**src/rtl/timestamp_capture.sv**
```systemverilog
// Purpose: snapshot lpt/hpt timestamp counters into a FIFO on qualified event_in edges; CPU reads snapshots over the peripheral bus.
// Latency: event edge before clock k is written at edge k+2 (counter values of cycle k+2), visible from k+3; register reads are combinational.
// Backpressure: none on the event side; a capture while full with no pop is dropped and sets sticky overflow.
module timestamp_capture #(
    parameter int BASE_ADR   = 'h000,
    parameter int FIFO_DEPTH = 8
) (
    input  logic        clk_peri,
    input  logic        reset,
    input  logic [9:0]  addr_peri,
    input  logic        access_peri,
    input  logic        wr_peri,
    input  logic        rd_peri,
    input  logic [17:0] do_peri,
    output logic [17:0] di_peri,
    input  logic [35:0] lpt_counter,
    input  logic [35:0] hpt_counter,
    input  logic        event_in,
    output logic        irq
);

    localparam int PW = $clog2(FIFO_DEPTH);
    localparam int CW = PW + 1;
    localparam logic [6:0] BASE_BLK = 7'(BASE_ADR >> 3);

    // Event synchronizer and edge-detect delay flop
    logic          sync1_q, sync1_d;
    logic          sync2_q, sync2_d;
    logic          dly_q, dly_d;
    // Software-visible state
    logic [3:0]    ctrl_q, ctrl_d;
    logic          ovf_q, ovf_d;
    logic          irq_q, irq_d;
    // FIFO bookkeeping
    logic [PW-1:0] wr_ptr_q, wr_ptr_d;
    logic [PW-1:0] rd_ptr_q, rd_ptr_d;
    logic [CW-1:0] count_q, count_d;
    logic [71:0]   mem_q [FIFO_DEPTH];

    logic          sel, wr_sel, rise, fall, cap, full, not_empty, pop, push;
    logic [71:0]   head;
    logic [5:0]    count6;
    logic [17:0]   rd_dat;
    logic          unused_bits;

    assign unused_bits = ^do_peri[17:4];

    // Decode, edge qualification and FIFO push/pop decisions
    always_comb begin
        sel       = access_peri && (addr_peri[9:3] == BASE_BLK);
        wr_sel    = sel && wr_peri;
        rise      = sync2_q && !dly_q;
        fall      = !sync2_q && dly_q;
        cap       = ctrl_q[0] && ((rise && ctrl_q[1]) || (fall && ctrl_q[2]));
        full      = (count_q == CW'(FIFO_DEPTH));
        not_empty = (count_q != '0);
        pop       = sel && rd_peri && (addr_peri[2:0] == 3'd3) && not_empty;
        // When full, a same-cycle pop frees the slot the new entry lands in
        push      = cap && (!full || pop);
    end

    // Next-state for synchronizer, registers, pointers and count
    always_comb begin
        sync1_d  = event_in;
        sync2_d  = sync1_q;
        dly_d    = sync2_q;
        ctrl_d   = ctrl_q;
        ovf_d    = ovf_q;
        wr_ptr_d = wr_ptr_q;
        rd_ptr_d = rd_ptr_q;
        count_d  = count_q;
        if (wr_sel && addr_peri[2:0] == 3'd5) begin
            ctrl_d = do_peri[3:0];
        end
        if (wr_sel && addr_peri[2:0] == 3'd4 && do_peri[2]) begin
            ovf_d = 1'b0;
        end
        // A drop in the same cycle as a clear still leaves overflow set
        if (cap && full && !pop) begin
            ovf_d = 1'b1;
        end
        if (push) begin
            wr_ptr_d = wr_ptr_q + PW'(1);
        end
        if (pop) begin
            rd_ptr_d = rd_ptr_q + PW'(1);
        end
        if (push && !pop) begin
            count_d = count_q + CW'(1);
        end else if (pop && !push) begin
            count_d = count_q - CW'(1);
        end
        irq_d = ctrl_q[3] && not_empty;
    end

    // State registers with asynchronous active-low reset
    always_ff @(posedge clk_peri or negedge reset) begin
        if (!reset) begin
            sync1_q  <= 1'b0;
            sync2_q  <= 1'b0;
            dly_q    <= 1'b0;
            ctrl_q   <= '0;
            ovf_q    <= 1'b0;
            irq_q    <= 1'b0;
            wr_ptr_q <= '0;
            rd_ptr_q <= '0;
            count_q  <= '0;
        end else begin
            sync1_q  <= sync1_d;
            sync2_q  <= sync2_d;
            dly_q    <= dly_d;
            ctrl_q   <= ctrl_d;
            ovf_q    <= ovf_d;
            irq_q    <= irq_d;
            wr_ptr_q <= wr_ptr_d;
            rd_ptr_q <= rd_ptr_d;
            count_q  <= count_d;
        end
    end

    // Capture storage; contents are only observable while count is non-zero
    always_ff @(posedge clk_peri) begin
        if (push) begin
            mem_q[wr_ptr_q] <= {lpt_counter, hpt_counter};
        end
    end

    // Combinational read mux; zero unless selected for read
    always_comb begin
        head   = mem_q[rd_ptr_q];
        count6 = 6'(count_q);
        rd_dat = '0;
        if (sel && rd_peri) begin
            case (addr_peri[2:0])
                3'd0:    rd_dat = not_empty ? head[53:36] : '0;
                3'd1:    rd_dat = not_empty ? head[71:54] : '0;
                3'd2:    rd_dat = not_empty ? head[17:0]  : '0;
                3'd3:    rd_dat = not_empty ? head[35:18] : '0;
                3'd4:    rd_dat = {9'd0, count6, ovf_q, full, not_empty};
                3'd5:    rd_dat = {14'd0, ctrl_q};
                default: rd_dat = '0;
            endcase
        end
    end

    assign di_peri = rd_dat;
    assign irq     = irq_q;

endmodule
```
**config.mk**
```make
export PLATFORM = sky130hd
export DESIGN_NAME = timestamp_capture
export DESIGN_NICKNAME = d
export VERILOG_FILES = /design/src/rtl/timestamp_capture.sv
export SDC_FILE = /design/constraint.sdc
export NUM_CORES = 1
export LEC_CHECK = 0
export CAP_MARGIN = 40
export CORE_AREA = 2 2 253 255
export CTS_BUF_LIST = sky130_fd_sc_hd__clkbuf_8
export DETAILED_ROUTE_END_ITERATION = 10
export DIE_AREA = 0 0 255 257
export PLACE_DENSITY = 0.63
export SLEW_MARGIN = 20
export SYNTH_ARGS = -nofsm -noshare
export SYNTH_HDL_FRONTEND = slang
export SYNTH_SLANG_ARGS = --single-unit
```
**constraint.sdc**
```tcl
create_clock -name clk_peri -period 17.9 [get_ports clk_peri]
set_input_delay 3.58 -clock clk_peri [delete_from_list [all_inputs] [get_ports clk_peri]]
set_output_delay 3.58 -clock clk_peri [all_outputs]
set_load 0.005 [all_outputs]
```
Word-level counts from Yosys, hierarchy flattened
Memory sizes are Yosys's and may differ from the RTL's.
Index checks and enable logic that the tools add are counted.
{"block": "totals", "output_inout_bits": 19, "ramBits": 576, "reg_bits": 19, "memories": 1, "in_bits": 106, "elab_cells": 63}
{"name": "mem_q", "depth": 8, "word_bits": 72, "rd": 1, "rd_ports_with_merged_regs": 0, "write_ports": 1, "line": "38", "source": "logic [71:0] mem_q [FIFO_DEPTH];"}
{"block": "op_classes", "n_reduce_logical": 31, "n_addsub": 4, "n_eq_ne": 6, "n_mux": 12}
{"op": "$pmux 18 s6", "count": 1}
{"op": "$mux 18", "count": 5}
{"op": "$logic_and 1x1->1", "count": 19}
{"op": "$mux 4", "count": 2}
{"op": "$logic_not 7->1", "count": 1}
{"op": "$add 3x1->3 const B", "count": 2}
{"op": "$eq 3x2->1 const B", "count": 2}
{"op": "$eq 3x3->1 const B", "count": 2}
{"op": "$logic_not 1->1", "count": 5}
{"op": "$add 4x1->4 const B", "count": 1}
{"op": "$eq 4x4->1 const B", "count": 1}
{"op": "$mux 1", "count": 4}
{"op": "$reduce_bool 2->1", "count": 2}
{"op": "$reduce_bool 4->1", "count": 1}
{"op": "$sub 4x1->4 const B", "count": 1}
{"op": "$eq 3x1->1 const B", "count": 1}
{"op": "$logic_not 3->1", "count": 1}
{"op": "$logic_or 1x1->1", "count": 2}

Depth between registers and ports, before layout
Gate-level depths: netlist (run 1).
{"block": "depth", "depth_word": 11, "ltp_mapped": 13, "mapped_depth_nobuf": 12}

Worst setup path before layout (run 1)
Ideal clock, no wire load.
{"block": "synth_path", "kind": "input port to flip-flop", "start": "input addr_peri[6]", "end": "memory mem_q[0][0], enable pin", "setup_ps": 591, "t_required_ps": 17309, "path_stages": 5, "n_path_buf": 0, "path_slack_ps": 7361, "t_arrival_ps": 9949, "path_cell_list": "or4b_4 > or4_4 > a31oi_4 > nand2b_4 > nor3_1"}
{"block": "synth_via", "elab_chain_len": 9}
{"element": "start, declared", "line": "10", "source": "input logic [9:0] addr_peri,"}
{"element": "$logic_not 7->1", "line": "50", "source": "sel = access_peri && (addr_peri[9:3] == BASE_BLK);"}
{"element": "$logic_and 1x1->1", "line": "50"}
{"element": "$logic_and 1x1->1 (3 in series)", "line": "57", "source": "pop = sel && rd_peri && (addr_peri[2:0] == 3'd3) && not_empty;"}
{"element": "$logic_or 1x1->1", "line": "59", "source": "push = cap && (!full || pop);"}
{"element": "$logic_and 1x1->1", "line": "59"}
{"element": "net push", "line": "40", "source": "logic sel, wr_sel, rise, fall, cap, full, not_empty, pop, push;"}
{"element": "$mux 1", "line": "123", "source": "if (push) begin"}
{"element": "$mux 1 (implied by the code)", "line": "124", "source": "mem_q[wr_ptr_q] <= {lpt_counter, hpt_counter};"}
{"element": "end, declared", "line": "38"}
The timed path passes the listed nets, and every way through them passes these cells.

Worst setup path in the final report (run 1)
{"block": "layout_path", "start": "input addr_peri[0]", "end": "output di_peri[4]"}
{"block": "layout_via", "elab_chain_len": 3, "word_cells_on_any_way": 8, "classes_between": "eq/ne: 5; mux: 2; reduce/logical: 1"}
{"element": "$eq 3x3->1, or another cell as far along", "line": "134", "source": "case (addr_peri[2:0])"}
{"element": "$pmux 18 s6 (*)", "line": "134"}
{"element": "$mux 18 (*)", "line": "133", "source": "if (sel && rd_peri) begin"}
{"element": "end, declared", "line": "15", "source": "output logic [17:0] di_peri,"}
Mark *: on every way between the ends. The rest lies on a longest branch, timed or not.

==> results.ini, run 1 <==
[outcome]
outcome = finished clean

[pwr]
p_leak_uw = 0.00833
peakVddDrop_mv = 0.0562
power_density_nw_per_um2 = 95.9
design_power_total_uw = 2610

[setup_path]
critPathCaptureType = output pin
cp_data_required_time_ps = 14320
crit_arrival_ps = 6690
critical_path_class = input pin to output pin
critical_path_peak_fanout = 18
start_kind = input pin

[detailed_routing]
ant_nets = 0
drc = 0
vias_per_cell = 5.17
drt-initial-drc-count = 843
firstDrtPassIters = 5
wire_per_inst_um = 23.4
wl_mm = 52.2
routed-via-count = 11500

[clocking]
cts_resized = 0
postCtsSetupBuffers = 0
clock_sinks = 595
h-tree-depth = 3
cts_tree = built
cts_root_buf = clkbuf_8
numCtsBuffers = 96
clockBufferDepth = 3
clk_latency_ps = 680
postCtsHoldBufs = 0
path_clk_slew_ps = 50

[sta]
slew_viol_final = 0
fin_hold_ws_ps = 350
setup_viol = 0
worstMarginPinSlew_ps = 887
max_freq_ghz = 0.0974
fin_ws_ps = 7630
relSlewSlack = 0.409
min_period_ps = 10270
clock_skew_ps = 32.5
tns_ps = 0
hold_viol = 0
rsz0062_at_grt = no
min_period_over_period = 0.574

[global_route]
grtUsageTotal = 0.161
overflow = 0
first_global_vias = 11900
grt_max_degree = 135
antenna_found_initial = 6
grt_pass1_wl_mm = 76.9

[place]
gp_congestion = 0.774
dp_slack_ps = 7710
portBuffers = 110
hpwl_mm = 29.8

[cells_and_area]
syn2layout_area_growth_pct = 17.8
multi_input_comb_area_sq_um = 5140
drive_gt1_frac = 0.202
fin_util = 0.434
seqCellArea_sq_um = 17800
nets = 1417
fillers = 5399

[yosys]
post_synth_num_cell_types = 47
ys_top_cells_by_count = 576 x edfxtp_1, 140 x mux2i_1, 98 x mux4_2
yosys_warnings = 0
yosys.area.top_type = edfxtp_1
ys_seq_elements = 595
synth.most_common_cell = edfxtp_1
synthesis.nets = 1233
netlist_area_sq_um = 23100
synthFlopType = edfxtp_1
synth_edf_count = 576
async_reset_ff_frac = 0.0319
synth_area_leaders = edfxtp_1 75%, mux4_2 9.5%, mux2i_1 6.1%
avgSynthCellArea_sq_um = 20.6
ys_seq_area_frac = 0.769
postSynthCellCount = 1121
synth_top_area_frac = 0.748

[run]
maxCapViolations = 0

[floorplanning]
initial_core_util = 0.369
die_x_um = 255
dieArea_sq_um = 65500
die_y_um = 257
ios = 125
core_sq_um = 62700
row_count = 92

[min_path]
hold_path.class = register to register

[stage by stage]
step           cell area (sq um)  std cells
3_5_place_dp               25600       2053
5_1_grt                    27200       2229
4_1_cts                    27200       2229
2_1_floorplan              23100       1121
6_report                   27300       2231
3_3_place_gp               25300       2039
[cell families (layout without fill, tap and decap cells)]
| kind of cell | Yosys count | count (layout) | share of synthesized area |
|---|---|---|---|
| xor gates and xnor gates | 8 | 8 | 0.00303 |
| adders and majority gates | 6 | 6 | 0.00357 |
| AOI/OAI and AO/OA | 95 | 95 | 0.0285 |
| buffers and inverters | 64 | 326 | 0.0115 |
| muxes | 246 | 246 | 0.160 |
| DFF | 595 | 595 | 0.769 |
| other | 0 | 2 | 0 |
| and+or+nand+nor | 107 | 107 | 0.0248 |
[cell type report]
class	count	area share
diodes	2	0.000184
clock buffers	99	0.0500
inverters	3	0.000413
clock inverters	77	0.0118
well taps	846	0.0388
repair buffers	147	0.0575
multi-input cells	462	0.189
flip-flops and latches	595	0.653
[path summary, 6_finish.rpt]
kind	from	end	slack (ps)	cells past startpoint
max reg2reg	dly_d$_DFF_PN0_	mem_q[7][9]$_DFFE_PP_	14790	7
max in group asynchronous	reset	wr_ptr_q[0]$_DFFE_PN0P_	14170	2
max	addr_peri[0]	di_peri[4]	7630	7
min reg2reg	sync1_q$_DFF_PN0_	dly_d$_DFF_PN0_	350	0
min	sync1_q$_DFF_PN0_	dly_d$_DFF_PN0_	350	0
min in group asynchronous	reset	irq$_DFF_PN0_	3250	1
[report_power, final]
part	internal (uW)	leakage (uW)	total (uW)	switching, uW
clock network	512	0.00101	1030	515
registers	1530	0.00542	1530	0.875
logic	26.1	0.00191	58.2	32.0
total	2070	0.00833	2610	548
[registers in the layout (all words and copies together) (netlist names)]
signal	cells
mem_q	576
count_q	4
ctrl_q	4
rd_ptr_q	3
wr_ptr_q	3
dly_d	1
dly_q	1
irq	1
ovf_q	1
sync1_q	1
[critical path, cell delays in order]
cell,delay (ps)
clkdlybuf4s50_1,810
or3b_2,820
a21oi_1,230
nand3_1,130
a41oi_1,410
a41o_1,170
clkdlybuf4s50_1,520
[cell usage in the layout (no fill, tap or decap), types with 22 or more instances in the layout]
cell type | Yosys | layout
mux4_2 | 98 | 98
clkinv_1 | 0 | 23
a22oi_1 | 33 | 33
inv_1 | 3 | 41
buf_4 | 1 | 22
nor2_1 | 30 | 27
mux2i_1 | 140 | 140
nand3_1 | 25 | 25
o22ai_1 | 22 | 22
edfxtp_1 | 576 | 576
clkdlybuf4s50_1 | 0 | 110
clkbuf_8 | 0 | 99
[metal layers]
layer | up-vias | share of wire | track usage
met2 | 388 | 0.48 | 0.255
met4 | 8 | 0.019 | 0.0432
met5 | - | 0.0010 | 0
met1 | 6013 | 0.43 | 0.219
li1 | 5036 | - | -
met3 | 89 | 0.074 | 0.0458
No activity file was read; power rests on OpenSTA's default activity.
==> run 2: changes to the inputs <==
Settings changed: PLACE_DENSITY 0.63 to 0.65.
Clock period 17.9 ns to 9.4 ns, I/O delays scaled along.
==> results.ini, run 2 (same netlist as run 1, synthesis figures left out) <==
[outcome]
outcome = finished clean

[floorplanning]
die_x_um = 255
ios = 125
row_count = 92
core_sq_um = 62700
die_y_um = 257
initial_core_util = 0.369
dieArea_sq_um = 65500

[setup_path]
crit_top_cell = clkdlybuf4s50_1
crit_family = buffers and inverters
critPathCaptureType = output pin
start_kind = input pin
critical_path_peak_fanout = 18
cp_slowest_cell = or3b_2
crit_arrival_ps = 4970
crit_chain = clkdlybuf4s50_1 -> or3b_2 -> a21oi_1 -> nand3_1 -> a41oi_1 -> a41o_1 -> clkdlybuf4s50_1
critical_path_class = input pin to output pin
worst-path-buf-inv = 2
cp_data_required_time_ps = 7520
crit_path_max_incr_delay_ps = 830

[sta]
slew_viol_final = 0
min_period_ps = 6850
rsz0062_at_grt = no
hold_viol = 0
clock_skew_ps = 31.8
relSlewSlack = 0.327
max_freq_ghz = 0.146
setup_viol = 0
fin_hold_ws_ps = 399
min_period_over_period = 0.729
worstMarginPinSlew_ps = 1010
tns_ps = 0

[global_route]
first_global_vias = 11700
overflow = 0
grt_pass1_wl_mm = 74.3
grtUsageTotal = 0.155
antenna_found_initial = 12
grt_max_degree = 145

[pwr]
clockPowerShare = 0.391
p_leak_uw = 0.00819
power_switching_uw = 1030
peakVddDrop_mv = 0.137
power_density_nw_per_um2 = 183
p_int_uw = 3920
p_seq_frac = 0.587
combPwrFrac = 0.022
switching_share = 0.209
design_power_total_uw = 4960

[cells_and_area]
largest_register_ff_count = 576
fin_area_sq_um = 27100
nets = 1402
layoutNonFillerInstCount = 2209
final_common_cell = edfxtp_1
syn2layout_area_growth_pct = 17.0
largestRegisters = mem_q x576, count_q x4, ctrl_q x4
fillers = 5417
regMostFlops = mem_q
layout_common_cells = 576 x edfxtp_1, 140 x mux2i_1, 110 x clkdlybuf4s50_1, 98 x mux4_2, 95 x clkbuf_8
drive_gt1_frac = 0.195

[clocking]
numCtsBuffers = 91
clk_latency_ps = 680
cts_root_buf = clkbuf_8
cts_tree = built
h-tree-depth = 3
clock_sinks = 595
postCtsHoldBufs = 0
cts_resized = 0
path_clk_slew_ps = 60
clockBufferDepth = 3
postCtsSetupBuffers = 0

[min_path]
hold_path.class = register to register

[place]
placedInstanceArea_sq_um = 25400
hpwl_mm = 27.3
portBuffers = 110
gp_congestion = 0.738
placed_cells = 2041

[detailed_routing]
routed-via-count = 11400
wire_per_inst_um = 22.9
vias_per_cell = 5.14
drc = 0
wl_mm = 50.5
drt-initial-drc-count = 938
ant_nets = 0
firstDrtPassIters = 6

[run]
maxCapViolations = 0

==> run 2: changes by cell type in the layout (fill, tap and decap cells not counted), moves of 3 or more <==
| cell | before | now |
|---|---|---|
| clkbuf_8 | 99 | 95 |
| buf_6 | 3 | 0 |
| buf_4 | 22 | 17 |
| buf_16 | 5 | 2 |
| inv_1 | 41 | 28 |
| clkinv_1 | 23 | 29 |
==> run 2: cell type report <==
class,count,area [sq um],area share
Inverter,3,11.3,0.000416
Tap cell,846,1060,0.0391
Clock inverter,70,328,0.0121
Clock buffer,95,1310,0.0483
Timing Repair Buffer,137,1430,0.0528
Multi-Input combinational cell,462,5140,0.190
Sequential cell,595,17800,0.657
Antenna cell,1,2.50,0.0000925
==> run 2: per-stage QoR <==
| step | setup slack, ps | utilization |
|---|---|---|
| 3_5_place_dp | 2570 | 0.405 |
| 4_1_cts | 2560 | 0.431 |
| 3_3_place_gp | 2590 | 0.404 |
| 6_report | 2550 | 0.431 |
| 2_1_floorplan | 561 | - |
| 5_1_grt | 2420 | 0.431 |
==> run 2: worst reg2reg max path, stage by stage, from the launching register on <==
cell and delay (ps):
dfrtp_1 400, and3b_1 210, o21ai_0 140, a31oi_4 370, nand2_4 150, nor2_4 120, buf_4 550, buf_4 710
==> run 2: worst paths after layout <==
kind,slack (ps),end,start,depth (start not counted)
min,400,dly_d$_DFF_PN0_,sync1_q$_DFF_PN0_,0
max,2550,di_peri[4],addr_peri[0],7
max in group asynchronous,7550,count_q[0]$_DFFE_PN0P_,reset,2
min in group asynchronous,1450,sync1_q$_DFF_PN0_,reset,1
min reg2reg,400,dly_d$_DFF_PN0_,sync1_q$_DFF_PN0_,0
max reg2reg,6350,mem_q[7][14]$_DFFE_PP_,dly_d$_DFF_PN0_,7
==> run 2: power groups by stage <==
| stage | clock [uW] | sequential, uW | combinational [uW] |
|---|---|---|---|
| 2_1_floorplan | 0 | 2960 | 27.1 |
| 3_3_place_gp | 0 | 2960 | 104 |
| 3_5_place_dp | 0 | 2960 | 110 |
| 4_1_cts | 1980 | 2910 | 110 |
| 5_1_grt | 2110 | 2910 | 119 |
| 6_report | 1940 | 2910 | 110 |
==> run 2: routing by layer <==
layer | GRT usage | routed length (um)
met1 | 0.206 | 21100
met2 | 0.243 | 24400
met5 | 0 | 133
met4 | 0.0413 | 839
met3 | 0.0509 | 4030
